===== src/rtl/divider.sv =====
// divider: sequential unsigned N-bit restoring divider for the scalar ALU.
// One quotient bit is produced per clock. A normal division takes N+2 cycles
// from acceptance to the next possible acceptance. A divide by zero takes 2.
//
// Ports:
//   clk        rising-edge clock
//   rst        asynchronous, active-high reset
//   start      request a division; only honoured while idle
//   a, b       dividend / divisor, sampled on an accepted start
//   result     quotient (registered, held until the next completion)
//   remainder  remainder (registered, held until the next completion)
//   busy       high from the accepted start through the done cycle
//   done       one-cycle completion pulse
//   z_flag     quotient == 0
//   n_flag     quotient MSB
//   c_flag     remainder != 0 (inexact division)
//   v_flag     divide by zero
module divider #(
  parameter int N = 32
) (
  input  logic         clk,
  input  logic         rst,
  input  logic         start,
  input  logic [N-1:0] a,
  input  logic [N-1:0] b,
  output logic [N-1:0] result,
  output logic [N-1:0] remainder,
  output logic         busy,
  output logic         done,
  output logic         z_flag,
  output logic         n_flag,
  output logic         c_flag,
  output logic         v_flag
);

  localparam int CW = (N > 2) ? $clog2(N) : 1;
  localparam logic [CW-1:0] LAST_ITER = CW'(N - 1);

  typedef enum logic [1:0] {
    IDLE = 2'd0,
    RUN  = 2'd1,
    DONE = 2'd2
  } state_t;

  state_t        state_q, state_d;
  logic [N-1:0]  q_q, q_d;       // dividend shifting out / quotient shifting in
  logic [N-1:0]  b_q, b_d;       // latched divisor
  logic [N-1:0]  r_q, r_d;       // partial remainder (always < divisor)
  logic [CW-1:0] cnt_q, cnt_d;   // iteration index 0..N-1
  logic [N-1:0]  result_q, result_d;
  logic [N-1:0]  rem_q, rem_d;
  logic          z_q, z_d, n_q, n_d, c_q, c_d, v_q, v_d;

  // One restoring step. The shifted partial remainder needs N+1 bits so the
  // compare against the divisor never overflows. After the conditional
  // subtract the value is below the divisor again, so N stored bits suffice
  // and the subtraction can be done modulo 2^N.
  logic [N:0]   r_shift;
  logic         sub_ok;
  logic [N-1:0] r_iter;
  logic [N-1:0] q_iter;

  assign r_shift = {r_q, q_q[N-1]};
  assign sub_ok  = (r_shift >= {1'b0, b_q});
  assign r_iter  = sub_ok ? (r_shift[N-1:0] - b_q) : r_shift[N-1:0];
  assign q_iter  = {q_q[N-2:0], sub_ok};

  always_comb begin
    state_d  = state_q;
    q_d      = q_q;
    b_d      = b_q;
    r_d      = r_q;
    cnt_d    = cnt_q;
    result_d = result_q;
    rem_d    = rem_q;
    z_d      = z_q;
    n_d      = n_q;
    c_d      = c_q;
    v_d      = v_q;

    case (state_q)
      IDLE: begin
        if (start) begin
          if (b != '0) begin
            q_d     = a;
            b_d     = b;
            r_d     = '0;
            cnt_d   = '0;
            state_d = RUN;
          end else begin
            // Divide by zero: no iterations, report immediately.
            result_d = '1;
            rem_d    = a;
            z_d      = 1'b0;
            n_d      = 1'b1;
            c_d      = (a != '0);
            v_d      = 1'b1;
            state_d  = DONE;
          end
        end
      end
      RUN: begin
        q_d   = q_iter;
        r_d   = r_iter;
        cnt_d = cnt_q + 1'b1;
        if (cnt_q == LAST_ITER) begin
          result_d = q_iter;
          rem_d    = r_iter;
          z_d      = (q_iter == '0);
          n_d      = q_iter[N-1];
          c_d      = (r_iter != '0);
          v_d      = 1'b0;
          state_d  = DONE;
        end
      end
      DONE: begin
        state_d = IDLE;
      end
      default: begin
        state_d = IDLE;
      end
    endcase
  end

  always_ff @(posedge clk or posedge rst) begin
    if (rst) begin
      state_q  <= IDLE;
      q_q      <= '0;
      b_q      <= '0;
      r_q      <= '0;
      cnt_q    <= '0;
      result_q <= '0;
      rem_q    <= '0;
      z_q      <= 1'b0;
      n_q      <= 1'b0;
      c_q      <= 1'b0;
      v_q      <= 1'b0;
    end else begin
      state_q  <= state_d;
      q_q      <= q_d;
      b_q      <= b_d;
      r_q      <= r_d;
      cnt_q    <= cnt_d;
      result_q <= result_d;
      rem_q    <= rem_d;
      z_q      <= z_d;
      n_q      <= n_d;
      c_q      <= c_d;
      v_q      <= v_d;
    end
  end

  // busy/done decode straight from the state register, so they are glitch-free
  // and drop to zero the instant reset is asserted.
  assign busy      = (state_q != IDLE);
  assign done      = (state_q == DONE);
  assign result    = result_q;
  assign remainder = rem_q;
  assign z_flag    = z_q;
  assign n_flag    = n_q;
  assign c_flag    = c_q;
  assign v_flag    = v_q;

endmodule


===== config.mk =====
export PLATFORM = sky130hd
export DESIGN_NAME = divider
export DESIGN_NICKNAME = d
export VERILOG_FILES = /design/src/rtl/divider.sv
export SDC_FILE = /design/constraint.sdc
export NUM_CORES = 1
export LEC_CHECK = 0
export BUFFER_PORTS_ARGS = -buffer_cell sky130_fd_sc_hd__buf_2
export CAP_MARGIN = 10
export CORE_MARGIN = 3
export CORE_UTILIZATION = 35
export CTS_CLUSTER_SIZE = 8
export DETAILED_ROUTE_END_ITERATION = 16
export PLACE_DENSITY = 0.64
export SKIP_CTS_REPAIR_TIMING = 1
export SLEW_MARGIN = 20
export SYNTH_ARGS = -nofsm -noshare
export SYNTH_HDL_FRONTEND = slang
export SYNTH_SLANG_ARGS = --single-unit

===== constraint.sdc =====
create_clock -name clk -period 15.2 [get_ports clk]
set_clock_uncertainty 0.15 [all_clocks]
set_input_delay 3.04 -clock clk [delete_from_list [all_inputs] [get_ports clk]]
set_output_delay 3.04 -clock clk [all_outputs]
set_load 0.03 [all_outputs]

# Word level (Yosys, flattened, before mapping)
# Cells that the tools add are included.
totals:
  reg_bits: 171
  out_inout_bits: 70
  elab_cells: 68
op_classes:
  addsub: 2
  n_lt_le_gt_ge: 1
  eq_ne: 7
  mux: 36
  n_reduce_logical: 11
op_table:
  columns: ["op", "count"]
  rows:
  - ["$mux W32", 11]
  - ["$pmux W32 S2", 4]
  - ["$reduce_bool A32 Y1", 3]
  - ["$ge A33 B32 Y1", 1]
  - ["$logic_not A32 Y1", 1]
  - ["$sub A32 B32 Y32", 1]
  - ["$mux W1", 10]
  - ["$mux W5", 2]
  - ["$pmux W5 S2", 1]
  - ["$ne A2 B2 Y1 const B", 4]
  - ["$pmux W1 S2", 4]
  - ["$mux W2", 3]
  - ["$reduce_and A3 Y1", 2]
  - ["$add A5 B1 Y5 const B", 1]
  - ["$eq A5 B5 Y1 const B", 1]
  - ["$pmux W2 S2", 1]
  - ["$reduce_and A4 Y1", 1]
  - ["$reduce_bool A2 Y1", 2]
  - ["$eq A2 B1 Y1 const B", 1]
  - ["$eq A2 B2 Y1 const B", 1]
  - ["$logic_not A2 Y1", 1]
  - ["$reduce_and A2 Y1", 1]

# Logic depth before layout (Yosys ltp)
# Gate-level depths: netlist of run 1.
depth:
  ltp_word: 5
  mapped_depth: 15

# Worst setup path before layout of run 1
# No wires, ideal clock.
synth_path:
  path_type: "in2reg"
  from: "input port b[26]"
  to: "register result_q[10] (netlist: result[10])"
  arrival_ns: 4.751
  path_slack_ns: 10.234
  cell_stages: 11
  n_path_buf: 3
  cell_sequence: "nor4_1 -> nand4_1 -> nor2_1 -> nand2_1 -> o21ai_0 -> nand2b_1 -> clkbuf_1 -> inv_1 -> clkbuf_1 -> buf_1 -> o22a_1"
synth_between:
  elab_chain_len: 3
synth_lines:
  columns: ["item", "line_no", "source"]
  rows:
  - ["from (decl)", "25", "input logic [N-1:0] b,"]
  - ["$reduce_bool A32 Y1", "84", "if (b != '0) begin"]
  - ["$ne A2 B2 Y1 (no source line)", null, null]
  - ["$reduce_and A4 Y1 (no source line)", null, null]
  - ["to (signal assigned)", "144", "result_q <= result_d;"]
  - ["to (decl)", "50", "logic [N-1:0] result_q, result_d;"]
# No other way between the ends.
# A chain may end at the register's enable or synchronous reset.

# Final worst setup path of run 1
layout_path:
  from: "input port b[1]"
  to: "register b_q[6]"
layout_between:
  elab_chain_len: 2
layout_lines:
  columns: ["item", "line_no", "source"]
  rows:
  - ["$reduce_bool A32 Y1", "84", null]
  - ["$reduce_and A3 Y1 (no source line)", null, null]
  - ["to (signal assigned)", "129", "b_q <= '0;"]
  - ["to (signal assigned)", "141", "b_q <= b_d;"]
  - ["to (decl)", "47", "logic [N-1:0] b_q, b_d;"]
# No other way between the ends.

==> PnR_summary.wiki, run 1 <==
{| class="wikitable"
! Metric !! Value
|-
| Run status || finished clean
|-
| Max-Slew Margin vs Limit || 0.452
|-
| Asr flop ratio synth || 1.00
|-
| Clk root buf || clkbuf_16
|-
| Fraction of post-synthesis cell area in the top cell type by area || 0.449
|-
| CTS tree || built
|-
| 1st-pass router iterations || 7
|-
| Antenna violations before repair || 0
|-
| Final period util || 0.401
|-
| Tightest Hold Check Type || register to register
|-
| Global route overflow || 0
|-
| Number of primary I/O pins || 137
|-
| Vert. Die Dim || approximately 170 microns
|-
| Average via count per standard cell || 5.54
|-
| Deepest clock path buffer count || 2
|-
| Port Buffer Count || 136
|-
| Warning count from the yosys run || 0
|-
| Final setup vio count || 0
|-
| Antenna diode count || 0
|-
| Transition time of the tightest slew-check pin || 0.820 ns
|-
| Number of enable flip-flop cells after synthesis || 0
|-
| Initial drt markers || between 600 and 700
|-
| Total routing usage reported by global routing || 0.202
|-
| Layout filler cell count || ~2600
|-
| Worst Path Max Fanout || 73
|-
| Starting Density || 0.359
|-
| Count of maximum capacitance violations || 0
|-
| Final Hold Viols || 0
|-
| Critical path arrival || around 6.2 ns
|-
| Global-route wire length before repair || 46100 microns
|-
| Num CTS Buffers || 17
|-
| Post-route antenna net violation count || 0
|-
| Width of the die || around 170 microns
|-
| Netlist cell types || between 70 and 80
|-
| Core Rows || 59
|-
| WL per Instance || slightly below 20 microns
|-
| Achievable Freq || 164 MHz
|-
| Core area || 0.0264 sq mm
|-
| Post-synth net total || around 1100
|-
| Growth of design area from synthesis to finish || 16.6%
|-
| Critical path class || input pin to register
|-
| Half-perimeter wire length after placement || about 22000 microns
|-
| Worst-path clk slew || approximately 0.08 ns
|-
| Worst setup EP type || register
|-
| Post-detailed-routing wire length || 29200 microns
|-
| Post-synthesis sequential area ratio || 0.449
|-
| Flip-flop and latch count after synthesis || 170
|-
| Cell types with the largest area share after synthesis || dfrtp_1, nand2_1, ha_1, o21ai_0, a21oi_1
|-
| Vias in the first global route || around 8000
|-
| Data required time of the worst path || about 15 ns
|-
| Total vias in the final route || 8271
|-
| TritonCTS Sinks || 170
|-
| Ratio of cells with drive above 1 in the final layout || 0.173
|-
| Number of H-tree levels || 4
|-
| Final count of pins violating max slew || 0
|-
| Most frequent cells in the layout || nand2_1, dfrtp_1, buf_2
|-
| Number of nets in the layout || 1248
|-
| Biggest area consumer among synthesized cells || dfrtp_1
|-
| Final weighted congestion in routability-driven placement || between 0.9 and 1
|-
| Post-route setup TNS || 0 ns
|-
| Mean cell area of the mapped netlist || 9.05 sq um
|-
| Most frequent standard cell in the layout excluding fill and tap cells || nand2_1
|-
| Clock latency at the later pin of the worst-skew pair || ~0.44 ns
|-
| Final min period || 6.10 ns
|-
| Instance count of the mapped netlist || roughly 1000
|-
| Main synth FF type || dfrtp_1
|-
| Maximum number of pins on one net before global-route repair || approximately 110
|-
| RSZ-0062 raised after global routing || no
|-
| Remaining DRCs || 0
|-
| Total Die Area || 0.0291 sq mm
|-
| CP startpoint kind || input pin
|-
| Post-synth design cell area || 0.00947 sq mm
|}
[Yosys cell counts, types with 2 or more instances]
master and n:
nor3b_1 2, o22a_1 32, buf_1 4, ha_1 34
or4_1 3, o22ai_1 2, a31oi_1 7, a21o_1 38
o31ai_1 4, nand4_1 11, a22o_1 6, nor2b_1 4
a21oi_1 64, inv_1 46, nand2b_1 3, and4_1 5
o21a_1 6, a211o_1 3, o211ai_1 4, o21ai_1 22
dfrtp_1 170, mux2i_1 29, nor3_1 18, xnor2_1 16
buf_4 2, nor2_1 61, o31a_1 2, xor2_1 10
buf_2 5, nand3_1 10, nand2_1 175, and2_1 5
nor4_1 32, o2111ai_1 2, clkbuf_1 49, a22oi_1 31
o21bai_1 2, o21ai_0 81, buf_6 3, a211oi_1 3
or3_1 8, and3_1 3
[critical path, stage by stage]
cell,delay (ns)
buf_2,0.11
nor4_1,0.53
nand4_1,0.45
o21ai_0,0.33
a21o_2,0.16
buf_4,0.61
nor2_4,0.32
buf_4,0.39
nand2_1,0.14
o21ai_0,0.09
[cells by family after synthesis]
group           after synthesis  share of synthesized area
mux                          30                     0.0318
compound gates              328                      0.229
fa+ha+maj                    35                     0.0470
buf+inv                     109                     0.0470
flops                       170                      0.449
simple gates                349                      0.172
xor+xnor                     26                     0.0240
[registers in the layout, indices dropped and copies added, names as in the netlist]
register	cells
c_flag	1
remainder	32
v_flag	1
cnt_q	5
state_q	2
b_q	32
n_flag	1
result	31
q_q	32
z_flag	1
r_q	32
[layout make-up]
type | instances | area [sq um] | share of cell area
inverter | 46 | 180 | 0.0163
multi-input combinational | 768 | 4810 | 0.436
sequential | 170 | 4250 | 0.385
clock inverter | 15 | 216 | 0.0196
clock buffer | 17 | 425 | 0.0385
timing repair buffer | 143 | 733 | 0.0664
tap | 335 | 419 | 0.0380
[path summary, 6_finish.rpt]
kind	start	endpoint	slack (ns)	cells past startpoint
min in group asynchronous	rst	result[26]	2.60	2
max in group asynchronous	rst	cnt_q[2]	11.00	3
worst min-delay path	remainder[25]	remainder[25]	0.33	2
worst min register to register	remainder[25]	remainder[25]	0.33	2
worst max register to register	r_q[9]	c_flag	11.25	11
worst max-delay path	b[1]	b_q[6]	9.10	10
[through the flow]
step,hold slack (ns),setup WS (ns),area [sq um],instances,util
floorplan,0.298,7.41,9470,1047,-
global placement,0.316,8.40,10400,1462,0.394
detailed placement,0.311,8.47,10400,1462,0.394
CTS,0.334,8.93,11000,1494,0.419
global route,0.363,8.79,11000,1494,0.419
finish,0.330,9.10,11000,1494,0.419
[per-layer routing]
layer / routed length, microns / track usage / part of all wire
met3: 1200 / 0.0266 / 0.041
met2: 13800 / 0.325 / 0.47
met4: 417 / 0.0483 / 0.014
met5: 0 / 0 / 0
met1: 13800 / 0.290 / 0.47
Power of run 1 is not shown: default switching activity piles up to over one toggle a cycle in this logic, so the estimate is an artifact.
==> run 2, diff against run 1 <==
--- a/config.mk
+++ b/config.mk
@@ -5,13 +5,14 @@
 export SDC_FILE = /design/constraint.sdc
 export NUM_CORES = 1
 export LEC_CHECK = 0
+export ABC_AREA = 1
 export BUFFER_PORTS_ARGS = -buffer_cell sky130_fd_sc_hd__buf_2
 export CAP_MARGIN = 10
 export CORE_MARGIN = 3
 export CORE_UTILIZATION = 35
 export CTS_CLUSTER_SIZE = 8
 export DETAILED_ROUTE_END_ITERATION = 16
-export PLACE_DENSITY = 0.64
+export PLACE_DENSITY = 0.66
 export SKIP_CTS_REPAIR_TIMING = 1
 export SLEW_MARGIN = 20
 export SYNTH_ARGS = -nofsm -noshare
==> constraint.sdc (replaced) <==
create_clock -name clk -period 5.2 [get_ports clk]
set_clock_uncertainty 0.15 [all_clocks]
set_input_delay 1.04 -clock clk [delete_from_list [all_inputs] [get_ports clk]]
set_output_delay 1.04 -clock clk [all_outputs]
set_load 0.03 [all_outputs]
==> PnR_summary.wiki, run 2 <==
{| class="wikitable"
! Metric !! Value
|-
| Run status || finished clean
|-
| Ratio of cells with drive above 1 in the final layout || 0.154 (-0.0198)
|-
| Mean cell area of the mapped netlist || 7.40 sq um (-18%)
|-
| Commonest cells post-synth || nand2_1, dfrtp_1, inv_1, nor2_1, nand3_1
|-
| Final period util || 0.816
|-
| Layout filler cell count || 2866 (+9.8%)
|-
| Post-detailed-routing wire length || 30300 microns (+4.0%)
|-
| CP startpoint kind || input pin
|-
| Achievable Freq || about 240 MHz
|-
| Worst Reg2Reg Path Length in Cells || 15 (+4)
|-
| Fraction of post-synthesis cell area in the top cell type by area || 0.432 (-0.0170)
|-
| Critical path arrival || 4.45 ns (-1.79 ns)
|-
| Num CTS Buffers || 17 (unchanged)
|-
| Transition time of the tightest slew-check pin || 1.27 ns (+0.448 ns)
|-
| Setup WS post-layout || 0.954 ns (-8.15 ns)
|-
| Cell types with the largest area share after synthesis || dfrtp_1, nand2_1, inv_1, nor2_1, ha_1
|-
| Post-route antenna net violation count || 0 (unchanged)
|-
| RSZ-0062 raised after global routing || no
|-
| Biggest area consumer among synthesized cells || dfrtp_1
|-
| Hold worst-path end || v_flag
|-
| WL per Instance || 16.6 microns (-15%)
|-
| TritonCTS Sinks || 170 (unchanged)
|-
| Width of the die || 174 microns (+1.9%)
|-
| Number of H-tree levels || 4 (unchanged)
|-
| Vert. Die Dim || 174 microns (+1.9%)
|-
| Final Hold Viols || 0 (unchanged)
|-
| Remaining DRCs || 0 (unchanged)
|-
| Most frequent standard cell in the layout excluding fill and tap cells || nand2_1
|-
| Flip-flop and latch count after synthesis || 170 (unchanged)
|-
| Hold depth || 2 (unchanged)
|-
| Total Die Area || 0.0302 sq mm (+3.8%)
|-
| Core area || 0.0273 sq mm (+3.7%)
|-
| Reg-to-reg endpoint || c_flag
|-
| Final weighted congestion in routability-driven placement || 0.940 (-1.4%)
|-
| Clk root buf || clkbuf_16
|-
| Vias in the first global route || 8976 (+13%)
|-
| Post-synth design cell area || 0.00984 sq mm (+3.9%)
|-
| Count of maximum capacitance violations || 0 (unchanged)
|-
| Half-perimeter wire length after placement || 23000 microns (+6.3%)
|-
| Post-route setup TNS || 0 ns (unchanged)
|-
| Initial drt markers || 872 (+36%)
|-
| Final min period || roughly 4.2 ns
|-
| Tightest Hold Check Type || register to register
|-
| Netlist cell types || 38 (-47%)
|-
| Deepest clock path buffer count || 2 (unchanged)
|-
| Global route overflow || 0 (unchanged)
|-
| Most common cell in the netlist || nand2_1
|-
| Worst-path clk slew || 0.08 ns (about the same)
|-
| Main synth FF type || dfrtp_1
|-
| Max-Slew Margin vs Limit || 0.147 (-0.305)
|-
| Instance count of the mapped netlist || 1330 (+27%)
|-
| Clock latency at the later pin of the worst-skew pair || 0.44 ns (about the same)
|-
| Antenna violations before repair || 0 (unchanged)
|-
| Asr flop ratio synth || 1.00 (unchanged)
|-
| Min-Delay Startpoint || v_flag
|-
| CTS tree || built
|-
| Post-synthesis sequential area ratio || 0.432 (-0.0170)
|-
| Post-synth net total || 1432 (+25%)
|-
| Maximum number of pins on one net before global-route repair || 171 (+51%)
|-
| Critical path class || input pin to register
|-
| Starting Density || 0.360 (+0.000813)
|-
| Antenna diode count || 0 (unchanged)
|-
| Most frequent cells in the layout || nand2_1, dfrtp_1, inv_1
|-
| Total vias in the final route || 9330 (+13%)
|-
| Average via count per standard cell || 5.10 (-7.9%)
|-
| Placement Setup Slack || 0.667 ns (-7.80 ns)
|-
| Warning count from the yosys run || 0 (unchanged)
|-
| Data required time of the worst path || 5.40 ns (-9.94 ns)
|-
| Worst setup EP type || register
|-
| Worst Path Max Fanout || 65 (-11%)
|-
| Startpoint of the worst register-to-register path || r_q[18]
|-
| Total routing usage reported by global routing || 0.201 (-0.00102)
|-
| Final count of pins violating max slew || 0 (unchanged)
|-
| Port Buffer Count || 136 (unchanged)
|-
| Global-route wire length before repair || 48400 microns (+5.0%)
|-
| Number of nets in the layout || 1547 (+24%)
|-
| Number of enable flip-flop cells after synthesis || 0 (unchanged)
|-
| Final setup vio count || 0 (unchanged)
|-
| Number of primary I/O pins || 137 (unchanged)
|-
| 1st-pass router iterations || 5 (-2)
|-
| Core Rows || 60 (+1.7%)
|-
| Worst reg-to-reg setup slack || 1.68 ns (-9.57 ns)
|-
| Growth of design area from synthesis to finish || 16.4% (about the same)
|}
==> run 2: changes by cell type after synthesis, moves of 31 or more <==
cell     previous run  this run
a21o_1             38         1
a22oi_1            31         0
inv_1              46       150
nand2_1           175       416
nand3_1            10        82
nor2_1             61       138
o22a_1             32         0
==> run 2: critical path: stages <==
cell and delay (ns):
buf_2 0.10, nor4_1 1.05, nand4_1 0.42, or2_2 0.43, nand2_1 0.10, nand2_1 0.17, inv_2 0.44, buf_12 0.32
nor2_1 0.10, a31oi_1 0.19
==> run 2: per-layer routing <==
layer	global-route usage	routed length (microns)	vias up
met5	0	0	-
met4	0.0580	627	0
met3	0.0291	1500	33
met2	0.326	14100	269
met1	0.279	14100	4449
li1	-	-	4579
==> run 2: final cells by class <==
type	count	area (sq um)	share of cell area
Tap cell	372	465	0.0406
Timing Repair Buffer	145	786	0.0686
Multi-Input combinational cell	953	4750	0.414
Clock inverter	15	185	0.0162
Clock buffer	17	425	0.0371
Inverter	158	597	0.0521
Sequential cell	170	4250	0.371
==> run 2: logic make-up (layout without fill, tap and decap cells) <==
| kind of cell | after synthesis | in the layout | synth area share |
|---|---|---|---|
| XOR/XNOR | 11 | 11 | 0.00979 |
| AND/OR/NAND/NOR | 716 | 716 | 0.308 |
| buffers and inverters | 207 | 335 | 0.0866 |
| AO/OA/AOI/OAI | 190 | 190 | 0.117 |
| flip-flops | 170 | 170 | 0.432 |
| multiplexers | 1 | 1 | 0.00114 |
| adder cells (fa/ha/maj) | 35 | 35 | 0.0453 |
==> run 2: metrics by stage <==
| step | util | area (sq um) | hold slack [ns] | instances |
|---|---|---|---|---|
| global route | 0.419 | 11500 | 0.370 | 1830 |
| finish | 0.419 | 11500 | 0.340 | 1830 |
| CTS | 0.419 | 11500 | 0.340 | 1830 |
| floorplan | - | 9850 | 0.309 | 1330 |
| global placement | 0.397 | 10900 | 0.322 | 1798 |
| detailed placement | 0.397 | 10900 | 0.321 | 1798 |
==> run 2: how the worst max path moves through the flow <==
stage | startpoint | to | slack [ns] | depth (start not counted)
finish | b[31] | remainder[19] | 0.95 | 10
floorplan | rst | b_q[0] | 1.84 | 1
CTS | b[31] | remainder[19] | 1.08 | 10
global placement | b[31] | remainder[23] | 0.75 | 10
detailed placement | b[31] | remainder[19] | 0.67 | 10
global route | b[31] | remainder[19] | 0.91 | 10
Power of run 2 is left out for the same reason.
==> run 3, diff against run 2 <==
==> constraint.sdc (replaced) <==
create_clock -name clk -period 3.6 [get_ports clk]
set_clock_uncertainty 0.15 [all_clocks]
set_input_delay 0.72 -clock clk [delete_from_list [all_inputs] [get_ports clk]]
set_output_delay 0.72 -clock clk [all_outputs]
set_load 0.03 [all_outputs]
==> PnR_summary.wiki, run 3 (synthesis results as in run 2) <==
{| class="wikitable"
! Metric !! Value
|-
| Average via count per standard cell || 5.11 (+0.16%)
|-
| Total routing usage reported by global routing || 0.206 (+0.00587)
|-
| Vert. Die Dim || 174 microns (unchanged)
|-
| Total vias in the final route || 9376 (+0.49%)
|-
| Worst Reg2Reg Path Length in Cells || 18 (+3)
|-
| Achievable Freq || around 310 MHz
|-
| Ratio of cells with drive above 1 in the final layout || 0.157 (+0.00347)
|-
| Total buffers and inverters traversed by the critical path || 1 (-2)
|-
| Clock latency at the later pin of the worst-skew pair || 0.44 ns (about the same)
|-
| Startpoint of the worst register-to-register path || r_q[23]
|-
| Critical path class || register to register
|-
| 1st-pass router iterations || 5 (unchanged)
|-
| Starting Density || 0.360 (unchanged)
|-
| Core area || 0.0273 sq mm (unchanged)
|-
| Critical path arrival || 3.40 ns (-1.05 ns)
|-
| Run status || finished clean
|-
| Worst setup path start || r_q[23]
|-
| Half-perimeter wire length after placement || 23900 microns (+3.9%)
|-
| Critical path capture point || c_flag
|-
| Data required time of the worst path || 3.78 ns (-1.62 ns)
|-
| Final setup vio count || 0 (unchanged)
|-
| Antenna violations before repair || 1 (+1)
|-
| Post-detailed-routing wire length || 31300 microns (+3.2%)
|-
| Final weighted congestion in routability-driven placement || 0.954 (+1.5%)
|-
| Clk root buf || clkbuf_16
|-
| Final count of pins violating max slew || 0 (unchanged)
|-
| Post-route worst hold slack || 0.299 ns (-0.0416 ns)
|-
| Transition time of the tightest slew-check pin || 0.868 ns (-0.399 ns)
|-
| Number of stages on the worst setup path || 18 (+8)
|-
| Number of primary I/O pins || 137 (unchanged)
|-
| Reg-to-reg endpoint || c_flag
|-
| Vias in the first global route || 9124 (+1.6%)
|-
| Slowest Stage Delay on Critical Path || 0.45 ns (-0.60 ns)
|-
| CTS tree || built
|-
| Most frequent cells in the layout || nand2_1, dfrtp_1, inv_1
|-
| Number of nets in the layout || 1553 (+0.39%)
|-
| Final period util || 0.896
|-
| Worst-path clk slew || 0.07 ns (about the same)
|-
| Cell type with the highest occurrence count on the critical path || nand2_1
|-
| Global route overflow || 0 (unchanged)
|-
| Remaining DRCs || 0 (unchanged)
|-
| Initial drt markers || 775 (-11%)
|-
| Growth of design area from synthesis to finish || 17.3%
|-
| Most frequent standard cell in the layout excluding fill and tap cells || nand2_1
|-
| Worst Path Max Fanout || 21 (-68%)
|-
| Maximum number of pins on one net before global-route repair || 72 (-58%)
|-
| CP startpoint kind || register
|-
| Worst reg-to-reg setup slack || 0.38 ns (-1.30 ns)
|-
| Core Rows || 60 (unchanged)
|-
| Final Hold Viols || 0 (unchanged)
|-
| Worst setup EP type || register
|-
| Final min period || around 3.2 ns
|-
| Cell chain of the critical path || ha_1 -> nand2_2 -> nor2_1 -> nand3_1 -> nand3b_1 -> nand2_2 -> nor2_4 -> buf_4 -> nand3_1 -> nand2_1 -> nor2_1 -> nand2_1 -> nor2_1 -> nand2_1 -> nor2_1 -> nand2_1 -> nand2_1 -> nand2_1
|-
| Num CTS Buffers || 17 (unchanged)
|-
| Total Die Area || 0.0302 sq mm (unchanged)
|-
| Number of H-tree levels || 4 (unchanged)
|-
| Count of maximum capacitance violations || 0 (unchanged)
|-
| Post-route antenna net violation count || 0 (unchanged)
|-
| Slowest stage cell, crit path || ha_1
|-
| FF+latch area || 0.00425 sq mm (unchanged)
|-
| TritonCTS Sinks || 170 (unchanged)
|-
| Cell class contributing the biggest share of worst-path delay || simple AND/OR/NAND/NOR gates
|-
| Port Buffer Count || 136 (unchanged)
|-
| Width of the die || 174 microns (unchanged)
|-
| Tightest Hold Check Type || input pin to asynchronous set/reset pin
|-
| Deepest clock path buffer count || 2 (unchanged)
|-
| RSZ-0062 raised after global routing || no
|-
| Layout filler cell count || 2885 (+0.66%)
|-
| Footprint of the multi-input gates || 0.00475 sq mm (unchanged)
|-
| Antenna diode count || 0 (unchanged)
|-
| Global-route wire length before repair || 49600 microns (+2.4%)
|-
| WL per Instance || 17.1 microns (+2.9%)
|-
| Max-Slew Margin vs Limit || 0.420 (+0.273)
|-
| Post-route setup TNS || 0 ns (unchanged)
|}
-- run 3: per-layer routing --
layer	wire length, microns	vias to the layer above	track usage	share of wire
li1	-	4591	-	-
met1	14400	4416	0.286	0.46
met2	14200	316	0.327	0.45
met3	1810	51	0.0383	0.058
met4	854	2	0.0680	0.027
met5	11	-	0	0.00035
-- run 3: worst min-delay path by stage --
stage | from | endpoint | cells past startpoint
4_1_cts | rst | b_q[26] | 2
5_1_grt | rst | remainder[20] | 2
2_1_floorplan | q_q[0] | q_q[0] | 2
3_5_place_dp | q_q[28] | q_q[28] | 2
3_3_place_gp | q_q[2] | q_q[2] | 2
6_report | rst | remainder[20] | 2
-- run 3: worst register-to-register path, stage by stage (launching register included) --
cell	delay, ns
dfrtp_1	0.43
ha_1	0.45
nand2_2	0.12
nor2_1	0.34
nand3_1	0.13
nand3b_1	0.19
nand2_2	0.09
nor2_4	0.05
buf_4	0.22
nand3_1	0.12
nand2_1	0.09
nor2_1	0.10
nand2_1	0.12
nor2_1	0.12
nand2_1	0.11
nor2_1	0.11
nand2_1	0.05
nand2_1	0.06
nand2_1	0.05
-- run 3: stage by stage --
| stage | util | cell area [sq um] | setup WS (ns) | cells |
|---|---|---|---|---|
| final | 0.422 | 11500 | 0.375 | 1836 |
| after global routing | 0.422 | 11500 | 0.115 | 1836 |
| after CTS | 0.422 | 11500 | 0.406 | 1836 |
| after detailed placement | 0.401 | 10900 | 0.361 | 1804 |
| after global placement | 0.401 | 10900 | 0.407 | 1804 |
| after floorplan | - | 9850 | 0.561 | 1330 |
-- run 3: cell type report --
| class | count | share of cell area |
|---|---|---|
| flip-flops and latches | 170 | 0.368 |
| multi-input cells | 953 | 0.411 |
| repair buffers | 151 | 0.0763 |
| well taps | 372 | 0.0403 |
| clock inverters | 13 | 0.0126 |
| inverters | 158 | 0.0517 |
| clock buffers | 19 | 0.0392 |
Power of run 3 is left out for the same reason.
